`src/rtl/mult_unit.sv`:
```
// ---------------------------------------------------------------------------
// mult_unit
//   Multi-cycle unsigned multiply / multiply-accumulate unit for the EX stage.
//   Executes multu (op 0, func 25) and maddu (op 28, any func) by
//   shift-and-add into an internal HI/LO register pair, and drives a busy
//   signal that stalls the pipeline while an operation is in flight.
//
//   Optional feature: define MULT_EARLY_TERM_EN to leave RUN as soon as the
//   remaining multiplier bits are all zero (same result, shorter latency).
//   Without it every operation takes a fixed WIDTH+1 busy cycles.
//
// Handshake: start is a request sampled only while the unit is idle
//   (busy=0). A request seen while busy=1 is dropped; the upstream stage is
//   expected to hold its instruction under the stall. done is a single-cycle
//   pulse in the cycle after HI/LO were written; a new start in that same
//   cycle is accepted because the unit is already idle.
//
// Ports:
//   clk      in   system clock, rising-edge active
//   rst      in   synchronous active-high reset
//   start    in   operation request (decoder isMult)
//   op       in   [5:0] opcode
//   func     in   [5:0] function field
//   rs_val   in   [WIDTH-1:0] multiplicand
//   rt_val   in   [WIDTH-1:0] multiplier
//   busy     out  high while in RUN or COMMIT
//   done     out  one-cycle pulse after HI/LO update
//   hi       out  [WIDTH-1:0] HI register
//   lo       out  [WIDTH-1:0] LO register
//   state_o  out  [1:0] current FSM state (debug observation)
// ---------------------------------------------------------------------------
module mult_unit #(
    parameter int WIDTH = 32
) (
    input  logic             clk,
    input  logic             rst,
    input  logic             start,
    input  logic [5:0]       op,
    input  logic [5:0]       func,
    input  logic [WIDTH-1:0] rs_val,
    input  logic [WIDTH-1:0] rt_val,
    output logic             busy,
    output logic             done,
    output logic [WIDTH-1:0] hi,
    output logic [WIDTH-1:0] lo,
    output logic [1:0]       state_o
);

    // Counter must be able to hold the value WIDTH itself.
    localparam int CW = $clog2(WIDTH + 1);

    typedef enum logic [1:0] {
        S_IDLE   = 2'd0,
        S_RUN    = 2'd1,
        S_COMMIT = 2'd2
    } state_t;

    state_t             state_q, state_d;
    logic [2*WIDTH-1:0] mcand_q, mcand_d;
    logic [WIDTH-1:0]   mplier_q, mplier_d;
    logic [2*WIDTH-1:0] product_q, product_d;
    logic [CW-1:0]      count_q, count_d;
    logic               maddu_q, maddu_d;   // 1: accumulate, 0: overwrite
    logic [WIDTH-1:0]   hi_q, hi_d;
    logic [WIDTH-1:0]   lo_q, lo_d;
    logic               done_q, done_d;

    logic is_multu;
    logic is_maddu;

    assign is_multu = (op == 6'd0) && (func == 6'd25);
    assign is_maddu = (op == 6'd28);

    always_comb begin
        state_d   = state_q;
        mcand_d   = mcand_q;
        mplier_d  = mplier_q;
        product_d = product_q;
        count_d   = count_q;
        maddu_d   = maddu_q;
        hi_d      = hi_q;
        lo_d      = lo_q;
        done_d    = 1'b0;

        case (state_q)
            S_IDLE: begin
                if (start && (is_multu || is_maddu)) begin
                    maddu_d   = is_maddu;
                    mcand_d   = {{WIDTH{1'b0}}, rs_val};
                    mplier_d  = rt_val;
                    product_d = '0;
                    count_d   = '0;
                    state_d   = S_RUN;
                end
            end

            S_RUN: begin
                if (mplier_q[0]) begin
                    product_d = product_q + mcand_q;
                end
                mcand_d  = mcand_q << 1;
                mplier_d = mplier_q >> 1;
                count_d  = count_q + CW'(1);
                if (count_d == CW'(WIDTH)) begin
                    state_d = S_COMMIT;
                end
`ifdef MULT_EARLY_TERM_EN
                // No set bits left in the multiplier: nothing more to add.
                if (mplier_d == '0) begin
                    state_d = S_COMMIT;
                end
`endif
            end

            S_COMMIT: begin
                // Accumulate wraps modulo 2^(2*WIDTH); carry out is dropped.
                if (maddu_q) begin
                    {hi_d, lo_d} = {hi_q, lo_q} + product_q;
                end else begin
                    {hi_d, lo_d} = product_q;
                end
                done_d  = 1'b1;
                state_d = S_IDLE;
            end

            default: begin
                state_d = S_IDLE;
            end
        endcase
    end

    always_ff @(posedge clk) begin
        if (rst) begin
            state_q   <= S_IDLE;
            mcand_q   <= '0;
            mplier_q  <= '0;
            product_q <= '0;
            count_q   <= '0;
            maddu_q   <= 1'b0;
            hi_q      <= '0;
            lo_q      <= '0;
            done_q    <= 1'b0;
        end else begin
            state_q   <= state_d;
            mcand_q   <= mcand_d;
            mplier_q  <= mplier_d;
            product_q <= product_d;
            count_q   <= count_d;
            maddu_q   <= maddu_d;
            hi_q      <= hi_d;
            lo_q      <= lo_d;
            done_q    <= done_d;
        end
    end

    assign busy    = (state_q != S_IDLE);
    assign done    = done_q;
    assign hi      = hi_q;
    assign lo      = lo_q;
    assign state_o = state_q;

endmodule
```
`config.mk`:
```
export PLATFORM = sky130hd
export DESIGN_NAME = mult_unit
export DESIGN_NICKNAME = d
export VERILOG_FILES = /design/src/rtl/mult_unit.sv
export SDC_FILE = /design/constraint.sdc
export NUM_CORES = 1
export LEC_CHECK = 0
export CAP_MARGIN = 0
export CORE_ASPECT_RATIO = 1.4
export CORE_MARGIN = 5
export CORE_UTILIZATION = 60
export CTS_CLUSTER_SIZE = 8
export DETAILED_ROUTE_END_ITERATION = 10
export GPL_TIMING_DRIVEN = 0
export PLACE_DENSITY = 0.83
export SYNTH_ARGS = -nofsm -noshare
export SYNTH_HDL_FRONTEND = slang
export SYNTH_SLANG_ARGS = --single-unit
```
`constraint.sdc`:
```
create_clock -name clk -period 7.7 [get_ports clk]
set_input_delay 1.54 -clock clk [delete_from_list [all_inputs] [get_ports clk]]
set_output_delay 1.54 -clock clk [all_outputs]
set_load 0.01 [all_outputs]
```
==> key figures, run 1 <==
Logic synthesis
  • Async SR Flop Fraction: 0%
  • Seq cells post-synth: about 230
  • Post-Syn Area per Cell: about 7.7 um2
  • Distinct cells, synth: between 80 and 90
  • Post-synthesis cell count: around 2100
  • EDFF count, synth: 0
  • Yosys warns: 0
  • Mapped Area: between 0.015 and 0.02 mm2
  • Sequential fraction of the synthesis area: about 29%
  • Prevailing post-synth register cell: dfxtp_1
  • Mapped Nets: about 2300

Detailed routing
  • Router iterations before antenna repair: 5
  • Drt drc: 0
  • Avg WL per Cell: between 20 and 25 um
  • Number of DRC markers in iteration 0: about 1200
  • DRT Wirelength: 56.5 mm
  • DRT antenna net count: 0
  • Vias/cell: between 6 and 7
  • Vias: 17001

Critical path
  • Cell depth of the worst flop-to-flop path: 13
  • CP max-delay cell: fa_1
  • CP Max Fanout: 4
  • Max incr delay on CP: roughly 0.42 ns
  • Worst Setup Start Kind: flip-flop
  • WS Path Type: reg2reg
  • Worst setup path endpoint: hi[30]
  • Worst Setup SP: product_q[0]
  • FF-to-FF End: hi[30]
  • WP data arrival: around 4.5 ns
  • CP Capture Type: flip-flop
  • Reg-to-Reg Start: product_q[0]
  • CP required: 8.07 ns
  • Crit path cell chain: ha_1 > fa_1 > a21oi_1 > o211a_1 > nor4_1 > o311a_1 > o21ai_1 > a21oi_1 > o21ai_1 > o21ai_0 > a41oi_1 > mux2i_1 > a31oi_1
  • R2R Setup Slk: roughly 3.6 ns

Job
  • MaxCap Viol Count: 0

Final layout
  • P&R area growth vs syn: 17.8%
  • Final core utilization: roughly 71%
  • Share of layout cells above drive strength 1: around 3.2%
  • Fin nets: 2477
  • Filler cells: around 2300
  • Commonest non-fill, non-tap cell in the layout: nand2_1
  • Multi-input gate area: approximately 0.011 mm2
  • Reg area: 0.00468 mm2
  • Commonest non-fill, non-tap cells in the layout: 266 x nand2_1, 234 x dfxtp_1, 219 x nor2_1

Clock network
  • Cts-stage hold buffer count: 0
  • Clk_lat worst skew: 0.52 ns
  • CTS Buf Count: 35
  • Root Buffer: clkbuf_16
  • CTS tree: done
  • Clk slew on worst S/H paths: 0.05 ns
  • TritonCTS Sinks: ~230
  • Post-CTS setup buffer count: 0
  • Clk buf depth: 3
  • CTS-repair resized insts: 0
  • H-tree depth: 2

Floorplan
  • Initial core utilization: between 60 and 70%
  • Core area: between 0.02 and 0.03 mm2
  • Die W: ~150 um
  • Full die area: 0.0304 mm2
  • DIE HEIGHT: between 200 and 250 um
  • Site row count: 71
  • Boundary Pins: 147

Timing
  • Fin. max-slew vios: 0
  • Final hold vios: 0
  • Least-Margin Pin Slew: between 1 and 1.5 ns
  • Final setup TNS: 0 ns
  • FMAX: ~240 MHz
  • Max-Slew Margin vs Limit: ~28%
  • Final Skew: between 0.01 and 0.015 ns
  • Hold WS: around 0.48 ns
  • # setup viols final: 0
  • RSZ-0062 raised after global routing: no
  • Final Critical Period: 4.10 ns
  • Post-route clock period utilization: a little over half

GRT
  • First-pass GRT wire length: 87.5 mm
  • GRT Total Usage: a little over a third
  • Antenna violations before repair: 1
  • Vias in the first global route: ~17000
  • Grt ovf: 0
  • Largest net degree at the start of global routing: 11

Outcome
  • Status: finished clean

Worst hold path
  • Path type of the worst min-delay path: reg2reg

Placement
  • Routability cong.: approximately 1.0
  • Number of port buffers: ~150
  • HPWL after detailed placement: 43.3 mm

Power
  • Pwr/cell area: roughly 140 mW/mm2
  • Gate power share: 3.5%
  • Clock Power Share: between 50% and 60%
  • Internal power: 2110 uW
  • Sw frac: roughly 22%
  • Leakage: roughly 0.0078 uW
  • Sequential share of power: between 40 and 50%
  • Maximum VDD drop: 0.148 mV
  • Psw: 604 uW
## power by group through the flow
stage	clock network [uW]	logic (uW)	registers, uW
global route	1450	101	1220
floorplan	0	33.4	1240
global placement	0	91.6	1250
CTS	1410	93.8	1220
finish	1400	94.9	1220
detailed placement	0	93.1	1250
## routing by layer
metal | track usage, % | vias to the layer above | part of all wire (%)
li1 | - | 8012 | -
met1 | 37.7 | 7981 | 36
met2 | 62.9 | 736 | 49
met3 | 5.17 | 270 | 5.6
met4 | 30.5 | 2 | 10
met5 | 0 | - | 0.028
## sequential cells by signal (all words and copies together), names as in the netlist
signal	cells
state_o	2
mplier_q	32
count_q	6
lo	32
done	1
product_q	64
mcand_q	64
maddu_q	1
hi	32
## worst max-delay path, delay by kind of cell, from the launching register on
| kind | cells | cell delay [ns] |
|---|---|---|
| adders and majority gates | 2 | 0.68 |
| AOI/OAI and AO/OA | 9 | 2.54 |
| muxes | 1 | 0.25 |
| DFF | 1 | 0.37 |
| and+or+nand+nor | 1 | 0.09 |
## synthesized netlist by cell type, types with 7 or more instances
cell type  instances  share of area, %
clkbuf_1         121               2.8
o21a_1            12              0.56
and3_1            23              0.89
ha_1             127               9.8
xor2_1            41               2.2
o21ai_0          129               4.0
o21ai_1            8              0.25
nand3_1           41               1.3
nand2b_1          14              0.54
a22oi_1           19              0.88
mux2i_1           33               2.0
o21bai_1          17              0.79
a21o_1            86               4.0
a211oi_1          42               2.0
a21oi_1          195               6.0
nand2_1          266               6.2
dfxtp_1          234                29
and2_1            11              0.43
nand4_1           28               1.1
a31oi_1           29               1.1
o211ai_1           7              0.33
a311oi_1          65               3.5
xnor2_1           68               3.7
buf_1             14              0.33
nor2b_1           19              0.74
a22o_1            34               1.8
nor3_1            20              0.62
inv_1             29              0.67
or3_1             11              0.43
nor2_1           219               5.1
## how the worst min path moves through the flow
stage,end,cells after the start,slack [ns],from
CTS,count_q[5],1,0.48,count_q[5]
global placement,count_q[4],1,0.47,count_q[4]
global route,count_q[5],1,0.51,count_q[5]
floorplan,mplier_q[31],2,0.45,mplier_q[31]
detailed placement,mplier_q[21],2,0.47,mplier_q[21]
finish,mplier_q[21],2,0.48,mplier_q[21]
## per-stage QoR
step | instance area (um2) | total power [uW] | setup slack, ns | instances
floorplan | 16200 | 1280 | 4.31 | 2086
global placement | 18100 | 1340 | 3.33 | 2597
detailed placement | 18100 | 1340 | 3.33 | 2597
CTS | 19000 | 2720 | 3.71 | 2636
global route | 19000 | 2770 | 3.47 | 2636
finish | 19000 | 2720 | 3.60 | 2637
## layout make-up
| cell class | instances | share of cell area [%] |
|---|---|---|
| multi-input combinational | 1683 | 57.0 |
| sequential | 234 | 24.6 |
| timing repair buffer | 146 | 7.68 |
| clock buffer | 36 | 4.67 |
| buffer | 139 | 2.77 |
| tap | 365 | 2.40 |
| inverter | 30 | 0.592 |
| clock inverter | 3 | 0.309 |
| antenna | 1 | 0.0131 |
## cells by family (layout without fill, tap and decap cells)
logic type | count (synthesis) | in the layout | synth area share, %
DFF | 234 | 234 | 29.0
AOI/OAI and AO/OA | 719 | 719 | 29.8
other | 0 | 1 | 0
and+or+nand+nor | 691 | 691 | 19.1
adders and majority gates | 129 | 129 | 10.1
muxes | 35 | 35 | 2.21
buffers and inverters | 169 | 354 | 3.96
xor gates and xnor gates | 109 | 109 | 5.91
No activity file was read; power rests on OpenSTA's default activity.
==> inputs of run 2 (changes only) <==
--- a/config.mk
+++ b/config.mk
@@ -8,11 +8,11 @@
 export CAP_MARGIN = 0
 export CORE_ASPECT_RATIO = 1.4
 export CORE_MARGIN = 5
-export CORE_UTILIZATION = 60
+export CORE_UTILIZATION = 59
 export CTS_CLUSTER_SIZE = 8
 export DETAILED_ROUTE_END_ITERATION = 10
 export GPL_TIMING_DRIVEN = 0
-export PLACE_DENSITY = 0.83
+export PLACE_DENSITY = 0.82
 export SYNTH_ARGS = -nofsm -noshare
 export SYNTH_HDL_FRONTEND = slang
 export SYNTH_SLANG_ARGS = --single-unit
==> constraint.sdc (replaced) <==
create_clock -name clk -period 4.1 [get_ports clk]
set_input_delay 0.82 -clock clk [delete_from_list [all_inputs] [get_ports clk]]
set_output_delay 0.82 -clock clk [all_outputs]
set_load 0.01 [all_outputs]
==> run 2 against run 1 <==
Against the previous run: first-iteration DRC count decreased by 1.0%; hold slack lost 0.0013 ns; core utilization is 0.56 points lower; combinational power is 89% higher; clock skew is 0.0047 ns higher; routed wire length is 2.0% lower; fmax increased by 6.4%; highest routed layer is now met4; flip-flop and latch count unchanged; final cell count did not move; final area decreased by 0.13%; sequential power grew 88%; setup slack got worse by 3.4 ns; critical path type unchanged.
==> key figures, run 2 (synthesized netlist as in run 1, its figures left out) <==
GRT
  • Grt ovf: 0
  • Largest net degree at the start of global routing: 11
  • GRT Total Usage: between 30% and 40%
  • Antenna violations before repair: 0
  • First-pass GRT wire length: around 86 mm
  • Vias in the first global route: 16499

Critical path
  • R2R Setup Slk: around 0.25 ns
  • Cell depth of the worst flop-to-flop path: 13
  • Crit path cell chain: ha_1 > fa_1 > a21oi_1 > o211a_1 > nor4_1 > o311a_1 > o21ai_2 > a21boi_2 > a221o_2 > a31oi_2 > o21ai_2 > xnor2_1 > a2111oi_1
  • Critical path depth: 13
  • Worst Setup Start Kind: flip-flop
  • Most used cell, CP: o21ai_2
  • CP Capture Type: flip-flop
  • CP required: ~4.5 ns
  • WS Path Type: reg2reg
  • CP max-delay cell: fa_1
  • Buffers and inverters on the worst path: 0
  • WP data arrival: approximately 4.3 ns
  • Delay-heaviest family, CP: compound AO/OA/AOI/OAI gates
  • Max incr delay on CP: a little over 0.4 ns
  • CP Max Fanout: 4

Timing
  • Final setup TNS: 0 ns
  • Final Critical Period: 3.85 ns
  • Final hold vios: 0
  • Post-route clock period utilization: 93.9%
  • FMAX: ~260 MHz
  • Hold WS: approximately 0.48 ns
  • Least-Margin Pin Slew: 1.12 ns
  • # setup viols final: 0
  • Fin. max-slew vios: 0
  • Final Skew: around 0.018 ns
  • Max-Slew Margin vs Limit: about a quarter
  • RSZ-0062 raised after global routing: no

Detailed routing
  • Vias/cell: 6.38
  • Router iterations before antenna repair: 6
  • Vias: about 17000
  • Avg WL per Cell: 21.0 um
  • DRT antenna net count: 0
  • Drt drc: 0
  • Number of DRC markers in iteration 0: roughly 1200
  • DRT Wirelength: around 55 mm

Power
  • Pwr/cell area: roughly 260 mW/mm2
  • Maximum VDD drop: just over 0.3 mV
  • Power Total: slightly above 5000 uW
  • Leakage: approximately 0.0078 uW

Clock network
  • Cts-stage hold buffer count: 0
  • H-tree depth: 2
  • Clk buf depth: 3
  • TritonCTS Sinks: roughly 230
  • CTS tree: done
  • Post-CTS setup buffer count: 0
  • Clk_lat worst skew: between 0.5 and 0.6 ns
  • Clk slew on worst S/H paths: around 0.05 ns
  • CTS Buf Count: 35
  • Root Buffer: clkbuf_16

Final layout
  • Reg area: 0.00468 mm2
  • Filler cells: roughly 2300
  • Fin nets: 2477
  • Final core utilization: a little over two thirds
  • Share of layout cells above drive strength 1: under 10%
  • Top flop regs: mcand_q (64), product_q (64)
  • Commonest non-fill, non-tap cell in the layout: nand2_1
  • P&R area growth vs syn: 17.6%
  • Multi-input gate area: 0.0108 mm2
  • Commonest non-fill, non-tap cells in the layout: 266 x nand2_1, 234 x dfxtp_1, 219 x nor2_1

Placement
  • Number of port buffers: approximately 150
  • HPWL after detailed placement: ~43 mm
  • Routability cong.: slightly below 1

Floorplan
  • Core area: around 0.027 mm2
  • Die W: 150 um
  • Boundary Pins: between 100 and 150
  • DIE HEIGHT: 206 um
  • Site row count: slightly above 70
  • Initial core utilization: 60.0%
  • Full die area: just over 0.03 mm2

Job
  • MaxCap Viol Count: 0

Worst hold path
  • Hold path cells: 2
  • Path type of the worst min-delay path: reg2reg

Outcome
  • Status: finished clean
==> run 2: cell types whose count changed in the layout (fill, tap and decap cells not counted), sizes merged <==
cell / delta
inv: -2
clkinvlp: +1
bufinv: -1
clkinv: +2
==> run 2: area by class of cell <==
| class | instances | share of cell area (%) |
|---|---|---|
| clock inverters | 3 | 0.211 |
| plain buffers | 139 | 2.77 |
| multi-input cells | 1683 | 57.0 |
| inverters | 30 | 0.592 |
| well taps | 365 | 2.40 |
| flip-flops and latches | 234 | 24.6 |
| repair buffers | 146 | 7.69 |
| diodes | 1 | 0.0132 |
| clock buffers | 36 | 4.63 |
==> run 2: metal layers <==
layer  share of wire, %  vias up  GRT usage (%)
li1                   -     8007              -
met1                 36     7875           37.6
met2                 48      684           61.5
met3                5.8      254           4.87
met4                9.7        0           28.0
met5                  0        -              0
==> run 2: metrics by stage <==
stage | worst slack, ns | cells | area (um2)
2_1_floorplan | 0.714 | 2086 | 16200
3_3_place_gp | 0.187 | 2597 | 18100
3_5_place_dp | 0.143 | 2597 | 18100
4_1_cts | 0.151 | 2636 | 19000
5_1_grt | 0.0127 | 2636 | 19000
6_report | 0.250 | 2637 | 19000
==> run 2: timing repair <==
action                                  CTS  global route
hold endpoints to repair                  0             0
resized for setup                         0             1
endpoints found under the setup margin    0             3
==> run 2: worst min-delay path, stage by stage (launching register included) <==
cell and delay (ns):
dfxtp_1 0.31, nand3_1 0.06, a21oi_1 0.05
==> run 2: where the power goes <==
group / switching [uW] / total, uW / internal [uW]
Combinational: 91.9 / 179 / 86.9
Sequential: 7.30 / 2290 / 2290
Clock: 1050 / 2560 / 1510
Total: 1150 / 5030 / 3890
==> run 2: path summary, 6_finish.rpt <==
check | start | end
worst max-delay path | product_q[0] | hi[20]
worst min-delay path | mplier_q[31] | mplier_q[31]
worst max register to register | product_q[0] | hi[20]
worst min register to register | mplier_q[31] | mplier_q[31]
==> inputs of run 3 (changes only) <==
--- a/config.mk
+++ b/config.mk
@@ -13,6 +13,7 @@
 export DETAILED_ROUTE_END_ITERATION = 10
 export GPL_TIMING_DRIVEN = 0
 export PLACE_DENSITY = 0.82
+export SKIP_LAST_GASP = 1
 export SYNTH_ARGS = -nofsm -noshare
 export SYNTH_HDL_FRONTEND = slang
 export SYNTH_SLANG_ARGS = --single-unit
==> results of run 3 <==
No change in the layout: final DEF, timing and power equal those of run 2.
